===== src/rtl/hazard_stall_ctrl.sv =====
// Stall/flush sequencer: turns hazard and memory-wait requests into per-stage enables, flushes and bubbles.
// Latency: controls are Mealy (same cycle as the request); counters and timeout update on the next clk_i edge.
module hazard_stall_ctrl #(
    parameter int unsigned FLUSH_CYCLES = 1,
    parameter int unsigned TIMEOUT      = 64,
    parameter int unsigned CNT_W        = 16
) (
    input  logic             clk_i,
    input  logic             rst_n_i,
    input  logic             load_use_i,
    input  logic             mem_busy_i,
    input  logic             branch_taken_i,
    output logic             pc_en_o,
    output logic             ifid_en_o,
    output logic             ifid_flush_o,
    output logic             idex_en_o,
    output logic             idex_flush_o,
    output logic             exmem_en_o,
    output logic             memwb_bubble_o,
    output logic             busy_o,
    output logic             timeout_o,
    output logic [CNT_W-1:0] stall_cnt_o,
    output logic [CNT_W-1:0] flush_cnt_o
);

    localparam int unsigned WAIT_W = $clog2(TIMEOUT + 1);
    localparam logic [WAIT_W-1:0] WAIT_MAX = WAIT_W'(TIMEOUT);
    localparam logic [2:0]        SH_INIT  = 3'(FLUSH_CYCLES);
    localparam logic [CNT_W-1:0]  CNT_MAX  = '1;

    typedef enum logic [1:0] {
        ST_RUN,
        ST_MEM_WAIT,
        ST_FLUSH
    } state_t;

    state_t            state_q, state_d;
    logic [WAIT_W-1:0] wait_q, wait_d;
    logic [2:0]        shadow_q, shadow_d;
    logic [CNT_W-1:0]  stall_cnt_q, flush_cnt_q;
    logic              timeout_q;
    logic              freeze;
    logic              flush_ev;
    logic              stall_ev;
    logic              timeout_hit;

    always_ff @(posedge clk_i or negedge rst_n_i) begin
        if (!rst_n_i) begin
            state_q     <= ST_RUN;
            wait_q      <= '0;
            shadow_q    <= '0;
            stall_cnt_q <= '0;
            flush_cnt_q <= '0;
            timeout_q   <= 1'b0;
        end else begin
            state_q  <= state_d;
            wait_q   <= wait_d;
            shadow_q <= shadow_d;
            if (stall_ev && (stall_cnt_q != CNT_MAX)) begin
                stall_cnt_q <= stall_cnt_q + CNT_W'(1);
            end
            if (flush_ev && (flush_cnt_q != CNT_MAX)) begin
                flush_cnt_q <= flush_cnt_q + CNT_W'(1);
            end
            if (timeout_hit) begin
                timeout_q <= 1'b1;
            end
        end
    end

    always_comb begin
        state_d        = state_q;
        wait_d         = wait_q;
        shadow_d       = shadow_q;
        freeze         = 1'b0;
        flush_ev       = 1'b0;
        pc_en_o        = 1'b1;
        ifid_en_o      = 1'b1;
        ifid_flush_o   = 1'b0;
        idex_en_o      = 1'b1;
        idex_flush_o   = 1'b0;
        exmem_en_o     = 1'b1;
        memwb_bubble_o = 1'b0;

        case (state_q)
            ST_RUN: begin
                if (mem_busy_i) begin
                    freeze  = 1'b1;
                    state_d = ST_MEM_WAIT;
                    wait_d  = WAIT_W'(1);
                end else if (branch_taken_i) begin
                    ifid_flush_o = 1'b1;
                    idex_flush_o = 1'b1;
                    flush_ev     = 1'b1;
                    if (FLUSH_CYCLES > 0) begin
                        state_d  = ST_FLUSH;
                        shadow_d = SH_INIT;
                    end
                end else if (load_use_i) begin
                    pc_en_o      = 1'b0;
                    ifid_en_o    = 1'b0;
                    idex_flush_o = 1'b1;
                end
            end

            ST_MEM_WAIT: begin
                // The release cycle is still frozen and still counts toward the timeout.
                freeze = 1'b1;
                if (wait_q != WAIT_MAX) begin
                    wait_d = wait_q + WAIT_W'(1);
                end
                if (!mem_busy_i) begin
                    state_d = ST_RUN;
                end
            end

            ST_FLUSH: begin
                if (mem_busy_i) begin
                    freeze   = 1'b1;
                    state_d  = ST_MEM_WAIT;
                    wait_d   = WAIT_W'(1);
                    shadow_d = '0;
                end else if (branch_taken_i) begin
                    // A fresh taken branch must also squash the instruction now in ID.
                    ifid_flush_o = 1'b1;
                    idex_flush_o = 1'b1;
                    flush_ev     = 1'b1;
                    shadow_d     = SH_INIT;
                end else begin
                    ifid_flush_o = 1'b1;
                    if (shadow_q <= 3'd1) begin
                        state_d  = ST_RUN;
                        shadow_d = '0;
                    end else begin
                        shadow_d = shadow_q - 3'd1;
                    end
                end
            end

            default: begin
                state_d  = ST_RUN;
                shadow_d = '0;
            end
        endcase

        if (freeze) begin
            pc_en_o        = 1'b0;
            ifid_en_o      = 1'b0;
            idex_en_o      = 1'b0;
            exmem_en_o     = 1'b0;
            memwb_bubble_o = 1'b1;
        end

        // Reset must release every stall control immediately, whatever the requests say.
        if (!rst_n_i) begin
            pc_en_o        = 1'b1;
            ifid_en_o      = 1'b1;
            ifid_flush_o   = 1'b0;
            idex_en_o      = 1'b1;
            idex_flush_o   = 1'b0;
            exmem_en_o     = 1'b1;
            memwb_bubble_o = 1'b0;
            flush_ev       = 1'b0;
            freeze         = 1'b0;
        end
    end

    assign stall_ev    = ~pc_en_o;
    assign timeout_hit = freeze && (wait_d == WAIT_MAX);

    assign busy_o      = (state_q != ST_RUN);
    assign timeout_o   = timeout_q;
    assign stall_cnt_o = stall_cnt_q;
    assign flush_cnt_o = flush_cnt_q;

endmodule


===== config.mk =====
export PLATFORM = sky130hd
export DESIGN_NAME = hazard_stall_ctrl
export DESIGN_NICKNAME = d
export VERILOG_FILES = /design/src/rtl/hazard_stall_ctrl.sv
export SDC_FILE = /design/constraint.sdc
export NUM_CORES = 1
export LEC_CHECK = 0
export CORE_MARGIN = 4
export CORE_UTILIZATION = 53
export CTS_CLUSTER_DIAMETER = 60
export DETAILED_ROUTE_END_ITERATION = 8
export GPL_TIMING_DRIVEN = 0
export PLACE_DENSITY = 0.8
export SETUP_SLACK_MARGIN = 0.3
export SLEW_MARGIN = 20
export SYNTH_ARGS = -nofsm -noshare
export SYNTH_HDL_FRONTEND = slang
export SYNTH_SLANG_ARGS = --single-unit

===== constraint.sdc =====
create_clock -name clk_i -period 2.05 [get_ports clk_i]
set_input_delay 0.3075 -clock clk_i [delete_from_list [all_inputs] [get_ports clk_i]]
set_output_delay 0.3075 -clock clk_i [all_outputs]
set_load 0.01 [all_outputs]

==> reports/qor.yml, run 1 <==
synthesis:
  synth.distinct_cells: 62
  avgSynthCellArea_um2: 10.5
  synth_common_cells: "dfrtp_1 (45), xor2_1 (25), nand3_1 (15)"
  yosys.area.top_type_share_pct: 43.8
  syn_inst: 245
  synth_area_leaders: "dfrtp_1 (44%), xor2_1 (8.5%), nand4_1 (3.2%)"
  synth-warning-count: 0
  synth_nets: 256
  synth_edf_count: 0
  synth_seq_cells: 45
  ys.flop_type: "dfrtp_1"
  synth.most_common_cell: "dfrtp_1"
  syn_area_um2: 2570
  synth_top_area_cell: "dfrtp_1"
  ys_async_sr_fraction_pct: 100
  ys_seq_area_share_pct: 43.8
sta:
  tightestPinTransition_ns: 0.843
  rsz0062_at_grt: "yes"
  slew_headroom_pct: 43.6
  finalCritPeriodShare_pct: 91.9
  setup_viol: 0
  fin_setup_tns_ns: 0
  fmax_mhz: 531
  finClkSkew_ns: 0.0115
  drv_slew: 0
  final_hold_viol_count: 0
  period_needed_ns: 1.88
die:
  die_area_um2: 6030
  rows: 25
  core-area_um2: 4720
  die_y_um: 77.7
  ioPinCount: 46
  die_width_um: 77.7
  start_util_pct: 54.5
placement:
  port-buffer-count: 44
  dp.cells: 357
  dpl.hpwl_um: 3880
  gp_routability_congestion: 0.843
setup_path:
  critical_path_class: "reg -> out"
  critPathCaptureType: "primary output"
  r2r_setup_slack_ns: 0.32
  critPathMaxFanout: 4
  start_kind: "flip-flop"
  cp.required_ns: 1.74
  worstPathArrival_ns: 1.58
clock_tree:
  clock_latency_ns: 0.31
  numCtsBuffers: 5
  cts_tree: "built"
  cts-htree-levels: 2
  cts.clk_slew.worst_paths_ns: 0.10
  cts.sinks: 45
  cts_root_buf: "clkbuf_8"
  max-clock-path-buffers: 2
global_routing:
  antenna_found_initial: 0
  grt_pass1_vias: 2190
  grt_pass1_wl_um: 10500
  grt_max_degree: 28
  grt_use_total_pct: 21.6
  overflow: 0
route:
  dr.pass1.iters: 6
  drtIter0Drc: 160
  via_per_inst: 5.75
  route.detailed.drc: 0
  drt_wl_total_um: 6410
  routedWlPerCell_um: 16.3
  via_count: 2259
  drtAntennaViolNets: 0
power_and_ir_drop:
  peakVddDrop_v: 0.000599
  cellLeakagePower_nw: 1.56
  p_total_mw: 2.94
  powerDensity_nw_per_um2: 815
cells_and_area:
  antenna_cells: 0
  utilization_pct: 76.3
  fin_nets: 336
  drive_above_1_share_pct: 30.7
  final_cells: 393
  syn_to_final_growth_pct: 40.1
run:
  maxCapViolCount: 0
min_path:
  hold_class: "in -> async"
status:
  status: "completed"
==> stage by stage <==
| step | setup WS, ns | hold slack, ns | cell area, um^2 |
|---|---|---|---|
| floorplan | 0.364 | 0.0119 | 2570 |
| finish | 0.167 | 0.0737 | 3600 |
| CTS | 0.108 | 0.0871 | 3480 |
| global route | 0.0867 | 0.0857 | 3600 |
| detailed placement | -0.649 | 0.310 | 3110 |
| global placement | -2.07 | 0.473 | 3100 |
==> power by group <==
group | switching [mW] | total [mW] | internal, mW
sequential | 0.202 | 1.24 | 1.04
combinational | 0.515 | 1.10 | 0.588
clock | 0.345 | 0.594 | 0.249
total | 1.06 | 2.94 | 1.87
==> cells by family (layout without fill, tap and decap cells) <==
| group | after synthesis | after routing | share of synthesized area [%] |
|---|---|---|---|
| xor gates and xnor gates | 32 | 32 | 10.9 |
| adders and majority gates | 6 | 6 | 2.92 |
| AOI/OAI and AO/OA | 41 | 41 | 11.9 |
| muxes | 3 | 3 | 1.31 |
| buffers and inverters | 19 | 100 | 3.94 |
| and+or+nand+nor | 99 | 99 | 25.3 |
| DFF | 45 | 45 | 43.8 |
==> cell usage in the layout, fill, tap and decap left out, types with 3 or more instances in the layout <==
master / instances
nor4_4: 4
mux2_2: 3
nor3_1: 8
inv_1: 7
and4_1: 3
dfrtp_1: 37
buf_4: 22
nand4_1: 13
a21oi_1: 6
ha_1: 5
nor2_1: 8
o211ai_1: 4
clkdlybuf4s50_1: 33
a22o_1: 3
o21ai_0: 6
and3_1: 3
dfrtp_2: 8
buf_2: 4
nor4_1: 3
nand3_1: 14
nor3_4: 3
xor2_1: 25
xnor2_1: 7
nand2_1: 14
clkbuf_2: 5
clkbuf_8: 5
buf_6: 13
==> area by class of cell <==
| type | instances | area (um^2) |
|---|---|---|
| multi-input cells | 181 | 1490 |
| flip-flops and latches | 45 | 1140 |
| fillers | 316 | 1120 |
| repair buffers | 73 | 686 |
| plain buffers | 10 | 83.8 |
| well taps | 67 | 83.8 |
| clock buffers | 5 | 68.8 |
| inverters | 9 | 36.3 |
| clock inverters | 3 | 25.0 |
==> worst max-delay path: stages (launching register included) <==
cell and delay, ns:
dfrtp_1 0.38, and2b_4 0.21, o31ai_4 0.28, buf_6 0.14, buf_6 0.09, buf_6 0.08
buf_6 0.08
==> registers in the layout, summed over array words and instances, names as in the netlist <==
| signal | flops |
|---|---|
| flush_cnt_o | 16 |
| shadow_q | 3 |
| stall_cnt_o | 16 |
| state_q | 2 |
| timeout_o | 1 |
| wait_q | 7 |
==> layer usage <==
metal	up-vias	track usage (%)	wire length, um
met3	8	5.34	392
met2	80	34.4	3210
met5	-	0	0
met1	1103	28.9	2730
met4	0	6.76	77
li1	1068	-	-
==> what timing repair did <==
action,4_1_cts,5_1_grt
cloned,1,0
hold buffers,2,0
setup endpoints to repair,32,29
buffers inserted,20,5
endpoints found under the hold margin,18,0
pin swaps,11,10
resized for setup,51,41
==> final timing paths <==
check,from,to,cells past startpoint
min,rst_n_i,wait_q[0],3
min in group clk_i,branch_taken_i,shadow_q[1],2
min reg2reg,flush_cnt_o[4],flush_cnt_o[4],1
max,state_q[0],ifid_en_o,6
max in group asynchronous,rst_n_i,stall_cnt_o[4],2
max reg2reg,state_q[1],stall_cnt_o[10],8
Note: power is estimated with default switching activity, not from simulation.
==> run 2: changes to the inputs <==
--- a/config.mk
+++ b/config.mk
@@ -11,7 +11,8 @@
 export DETAILED_ROUTE_END_ITERATION = 8
 export GPL_TIMING_DRIVEN = 0
 export PLACE_DENSITY = 0.8
-export SETUP_SLACK_MARGIN = 0.3
+export RECOVER_POWER = 25
+export SETUP_SLACK_MARGIN = 0.4
 export SLEW_MARGIN = 20
 export SYNTH_ARGS = -nofsm -noshare
 export SYNTH_HDL_FRONTEND = slang
==> constraint.sdc (replaced) <==
create_clock -name clk_i -period 2.05 [get_ports clk_i]
set_input_delay 0.41 -clock clk_i [delete_from_list [all_inputs] [get_ports clk_i]]
set_output_delay 0.41 -clock clk_i [all_outputs]
set_load 0.01 [all_outputs]
==> run 2 against run 1 <==
Net effect: critical path depth did not move; sequential share of layout area fell by 2.7 points; fmax fell by 0.41%; clock power fell by 3.4%; sequential cell count did not move; via count rose by 11%; sequential power fell by 3%; largest power group is now combinational cells; combinational power rose by 25%.
==> reports/qor.yml, run 2 (synthesis gave the netlist of run 1 again) <==
status:
  status: "completed"
clock_tree:
  cts.sinks: 45
  cts-htree-levels: 2
  clock_latency_ns: 0.30
  numCtsBuffers: 5
  cts.clk_slew.worst_paths_ns: 0.09
  cts_root_buf: "clkbuf_8"
  cts_tree: "built"
  max-clock-path-buffers: 2
power_and_ir_drop:
  p_switching_mw: 1.14
  seq_power_share_pct: 38.3
  switching_share_pct: 36.4
  p_comb_share_pct: 43.5
  intPower_mw: 2.00
  clock_power_share_pct: 18.3
  cellLeakagePower_nw: 1.90
  powerDensity_nw_per_um2: 796
  peakVddDrop_v: 0.000654
sta:
  setup_viol: 0
  fin_setup_tns_ns: 0
  fmax_mhz: 529
  tightestPinTransition_ns: 0.869
  period_needed_ns: 1.89
  finalCritPeriodShare_pct: 92.2
  rsz0062_at_grt: "yes"
  finClkSkew_ns: 0.00751
  layout_setup_ws_ns: 0.159
  drv_slew: 0
  final_hold_viol_count: 0
  slew_headroom_pct: 41.9
setup_path:
  worstPathArrival_ns: 2.08
  rr_startpoint: "stall_cnt_o[1]"
  crit_path_max_incr_delay_ns: 0.45
  critPathCaptureType: "flip-flop"
  critPathMaxFanout: 5
  cp.required_ns: 2.24
  crit_top_cell: "nor4_4"
  reg2reg_depth: 6
  start_kind: "flip-flop"
  crit_start: "stall_cnt_o[1]"
  reg2reg_to: "stall_cnt_o[9]"
  critical_path_class: "reg -> reg"
  slowest_stage: "dfrtp_1"
  crit_path_cell_trace: "ha_4 -> nand4_1 -> nor4_4 -> buf_6 -> nor4_4 -> xor2_1"
  r2r_setup_slack_ns: 0.16
global_routing:
  grt_use_total_pct: 23.6
  grt_use_met1_pct: 29.8
  overflow: 0
  met2_usage_pct: 39.8
  grt_max_degree: 19
  antenna_found_initial: 0
  grt-busiest-layer: "met2"
  grt_pass1_wl_um: 11400
  globalRouteMet3Util_pct: 5.34
  grt_pass1_vias: 2305
placement:
  place_area_um2: 3120
  port-buffer-count: 44
  dpl.hpwl_um: 4000
  gp_routability_congestion: 0.827
  dp.cells: 357
  dp_slack_ns: -0.815
route:
  route.detailed.drc: 0
  via_count: 2512
  dr.pass1.iters: 4
  routedWlPerCell_um: 19.4
  drtIter0Drc: 149
  drt_wl_total_um: 8180
  drtAntennaViolNets: 0
  via_per_inst: 5.97
cells_and_area:
  multiInputGateArea_um2: 1630
  mostFrequentLayoutCell: "buf_4"
  final_cells: 421
  final_cell_mix: "buf_4 (51), dfrtp_1 (35), xor2_1 (23), dlygate4sd2_1 (19), nand2_1 (14)"
  antenna_cells: 0
  utilization_pct: 83.7
  syn_to_final_growth_pct: 53.6
  fillers: 247
  stdcell_area_um2: 3950
  fin_nets: 364
  seq_area_um2: 1140
  drive_above_1_share_pct: 40.7
die:
  start_util_pct: 54.5
  ioPinCount: 46
  die_area_um2: 6030
  rows: 25
  core-area_um2: 4720
  die_width_um: 77.7
  die_y_um: 77.7
run:
  maxCapViolCount: 0
min_path:
  hold_class: "in -> async"
==> run 2: worst max-delay path by stage <==
stage / slack [ns] / end
global placement: -2.37 / idex_en_o
global route: 0.08 / stall_cnt_o[9]
finish: 0.16 / stall_cnt_o[9]
CTS: 0.19 / pc_en_o
detailed placement: -0.81 / pc_en_o
floorplan: 0.40 / stall_cnt_o[4]
==> run 2: final cells by class <==
cell class	instances	share of cell area, %
buffer	10	2.34
clock buffer	8	2.28
inverter	9	0.855
multi-input combinational	181	41.3
sequential	45	28.8
tap	67	2.12
timing repair buffer	101	22.3
==> run 2: per-stage QoR <==
stage | hold slack [ns] | power, mW
floorplan | 0.114 | 1.67
global placement | 0.469 | 2.05
detailed placement | 0.398 | 2.08
CTS | 0.0377 | 2.85
global route | 0.335 | 3.30
finish | 0.331 | 3.15
==> run 2: layer usage <==
| layer | wire length [um] | part of all wire (%) |
|---|---|---|
| met1 | 3180 | 39 |
| met2 | 4090 | 50 |
| met3 | 519 | 6.3 |
| met4 | 394 | 4.8 |
| met5 | 0 | 0 |
==> run 2: power groups by stage <==
stage | clock network, mW | registers, mW | logic [mW]
detailed placement | 0 | 1.26 | 0.819
CTS | 0.579 | 1.18 | 1.09
floorplan | 0 | 1.27 | 0.404
global placement | 0 | 1.25 | 0.797
finish | 0.574 | 1.20 | 1.37
global route | 0.617 | 1.23 | 1.46
==> run 2: repair_timing <==
action | CTS | global route
endpoints found under the setup margin | 74 | 40
hold endpoints to repair | 18 | 0
hold buffers | 1 | 0
pin swaps | 14 | 29
gates resized for setup | 105 | 52
gates cloned | 2 | 0
setup buffers | 37 | 16
==> run 2: critical path, delay by kind of cell (launching register included) <==
| kind | cells | cell delay (ns) |
|---|---|---|
| AND/OR/NAND/NOR | 3 | 0.72 |
| flip-flops | 1 | 0.45 |
| buffers and inverters | 1 | 0.23 |
| adder cells (fa/ha/maj) | 1 | 0.21 |
| XOR/XNOR | 1 | 0.17 |
==> run 3: changes to the inputs <==
--- a/config.mk
+++ b/config.mk
@@ -5,6 +5,7 @@
 export SDC_FILE = /design/constraint.sdc
 export NUM_CORES = 1
 export LEC_CHECK = 0
+export CAP_MARGIN = 20
 export CORE_MARGIN = 4
 export CORE_UTILIZATION = 53
 export CTS_CLUSTER_DIAMETER = 60
==> constraint.sdc (replaced) <==
create_clock -name clk_i -period 2.1 [get_ports clk_i]
set_input_delay 0.42 -clock clk_i [delete_from_list [all_inputs] [get_ports clk_i]]
set_output_delay 0.42 -clock clk_i [all_outputs]
set_load 0.01 [all_outputs]
==> run 3 against run 2 <==
Net effect: sequential power is 3% lower; sequential share of layout area is 0.54 points higher; critical path depth is 1 lower; count of clock-buffer cells in the layout is 3 lower; cell count is 0.71% lower; critical path type is now reg -> out; wire length is 8.0% lower; global-route usage is 0.39 points lower; design area is 1.8% lower; power is 4.2% lower; combinational power is 7% lower; die area stayed put; first-iteration DRC count is 4.7% higher.
==> reports/qor.yml, run 3 (synthesis gave the netlist of run 1 again) <==
global_routing:
  overflow: 0
  grt_pass1_wl_um: 11300
  grt-busiest-layer: "met2"
  globalRouteMet3Util_pct: 5.92
  antenna_found_initial: 0
  met2_usage_pct: 38.7
  grt_max_degree: 31
  grt_pass1_vias: 2328
  grt_use_met1_pct: 29.5
  grt_use_total_pct: 23.2
power_and_ir_drop:
  seq_power_share_pct: 38.3
  intPower_mw: 1.91
  p_comb_share_pct: 42.4
  cellLeakagePower_nw: 1.88
  p_switching_mw: 1.10
  peakVddDrop_v: 0.000565
  p_total_mw: 3.01
  powerDensity_nw_per_um2: 777
  switching_share_pct: 36.6
  clock_power_share_pct: 19.3
cells_and_area:
  antenna_cells: 0
  fin_nets: 361
  final_cell_mix: "buf_4 (50), dfrtp_1 (35), xor2_1 (23), nand2_1 (14), nand3_1 (14)"
  fillers: 255
  syn_to_final_growth_pct: 50.8
  mostFrequentLayoutCell: "buf_4"
  drive_above_1_share_pct: 38.7
die:
  die_area_um2: 6030
  die_y_um: 77.7
  ioPinCount: 46
  start_util_pct: 54.5
  core-area_um2: 4720
  die_width_um: 77.7
  rows: 25
sta:
  fmax_mhz: 522
  setup_viol: 0
  finalCritPeriodShare_pct: 91.2
  final_hold_viol_count: 0
  period_needed_ns: 1.92
  layout_setup_ws_ns: 0.184
  fin_setup_tns_ns: 0
  finClkSkew_ns: 0.0114
  slew_headroom_pct: 38.7
  rsz0062_at_grt: "yes"
  tightestPinTransition_ns: 0.916
  holdWs_ns: 0.291
  drv_slew: 0
setup_path:
  crit_path_cell_trace: "nor2b_4 -> o31ai_4 -> buf_6 -> buf_6 -> buf_6"
  critical_path_class: "reg -> out"
  crit_top_cell: "buf_6"
  worstPathArrival_ns: 1.50
  cp.required_ns: 1.68
  start_kind: "flip-flop"
  crit_path_max_incr_delay_ns: 0.42
  critPathMaxFanout: 4
  slowest_stage: "dfrtp_1"
  critPathCaptureType: "primary output"
placement:
  gp_routability_congestion: 0.843
  dpl.hpwl_um: 3880
  dp_slack_ns: -0.824
  port-buffer-count: 44
clock_tree:
  cts.clk_slew.worst_paths_ns: 0.10
  max-clock-path-buffers: 2
  cts-htree-levels: 2
  clock_latency_ns: 0.32
  cts_root_buf: "clkbuf_8"
  cts_tree: "built"
  numCtsBuffers: 5
  cts.sinks: 45
min_path:
  hold_class: "in -> async"
route:
  drt_wl_total_um: 7530
  via_count: 2432
  route.detailed.drc: 0
  via_per_inst: 5.82
  drtIter0Drc: 156
  dr.pass1.iters: 5
  drtAntennaViolNets: 0
  routedWlPerCell_um: 18.0
status:
  status: "completed"
run:
  maxCapViolCount: 0
## run 3: cell types whose count changed in the layout (fill, tap and decap cells not counted), sizes merged
cell,previous run,this run
clkdlybuf4s50,6,11
clkinvlp,0,1
buf,72,68
dlygate4sd2,19,10
dlymetal6s2s,6,10
inv,9,11
clkdlybuf4s15,1,2
clkbuf,11,8
## run 3: layout make-up
| cell class | instances | area (um^2) | area share [%] |
|---|---|---|---|
| timing repair buffer | 98 | 887 | 22.9 |
| clock buffer | 5 | 68.8 | 1.77 |
| buffer | 10 | 91.3 | 2.35 |
| multi-input combinational | 181 | 1550 | 40.0 |
| clock inverter | 3 | 25.0 | 0.645 |
| inverter | 9 | 33.8 | 0.871 |
| sequential | 45 | 1140 | 29.3 |
| tap | 67 | 83.8 | 2.16 |
## run 3: path summary, 6_finish.rpt
kind                              endpoint       startpoint  cells after the start  slack (ns)
min                        flush_cnt_o[11]          rst_n_i                      2        0.29
max in group asynchronous  stall_cnt_o[11]          rst_n_i                      2        0.42
min reg2reg                 flush_cnt_o[4]   flush_cnt_o[4]                      1        0.49
max                                pc_en_o       state_q[0]                      5        0.18
max reg2reg                 stall_cnt_o[1]  stall_cnt_o[12]                      6        0.33
min in group clk_i             shadow_q[1]   branch_taken_i                      2        0.34
## run 3: layer usage
| layer | wire length, um | vias up | part of all wire, % |
|---|---|---|---|
| met2 | 3870 | 100 | 51 |
| met1 | 3000 | 1203 | 40 |
| met5 | 0 | - | 0 |
| li1 | - | 1110 | - |
| met4 | 173 | 0 | 2.3 |
| met3 | 493 | 19 | 6.5 |
## run 3: critical path, delay by kind of cell (launching register included)
family | cells | cell delay, ns
AND/OR/NAND/NOR | 1 | 0.16
flip-flops | 1 | 0.42
AO/OA/AOI/OAI | 1 | 0.29
buffers and inverters | 3 | 0.30
## run 3: stage by stage
step / area [um^2] / std cells / utilization (%)
after global routing: 3880 / 418 / 82.1
after global placement: 3100 / 356 / 65.6
final: 3880 / 418 / 82.1
after CTS: 3600 / 405 / 76.2
after floorplan: 2570 / 245 / -
after detailed placement: 3110 / 357 / 65.9
## run 3: power groups by stage
| stage | clock, mW | combinational (mW) | sequential [mW] |
|---|---|---|---|
| 2_1_floorplan | 0 | 0.390 | 1.24 |
| 3_3_place_gp | 0 | 0.775 | 1.22 |
| 3_5_place_dp | 0 | 0.803 | 1.22 |
| 4_1_cts | 0.589 | 1.11 | 1.13 |
| 5_1_grt | 0.633 | 1.37 | 1.18 |
| 6_report | 0.581 | 1.28 | 1.16 |
## run 3: what timing repair did
item	4_1_cts	5_1_grt
gates resized for setup	85	49
hold endpoints to repair	18	0
endpoints found under the setup margin	68	46
setup buffers	38	13
gates cloned	1	0
pin swaps	10	15
hold buffers	1	0
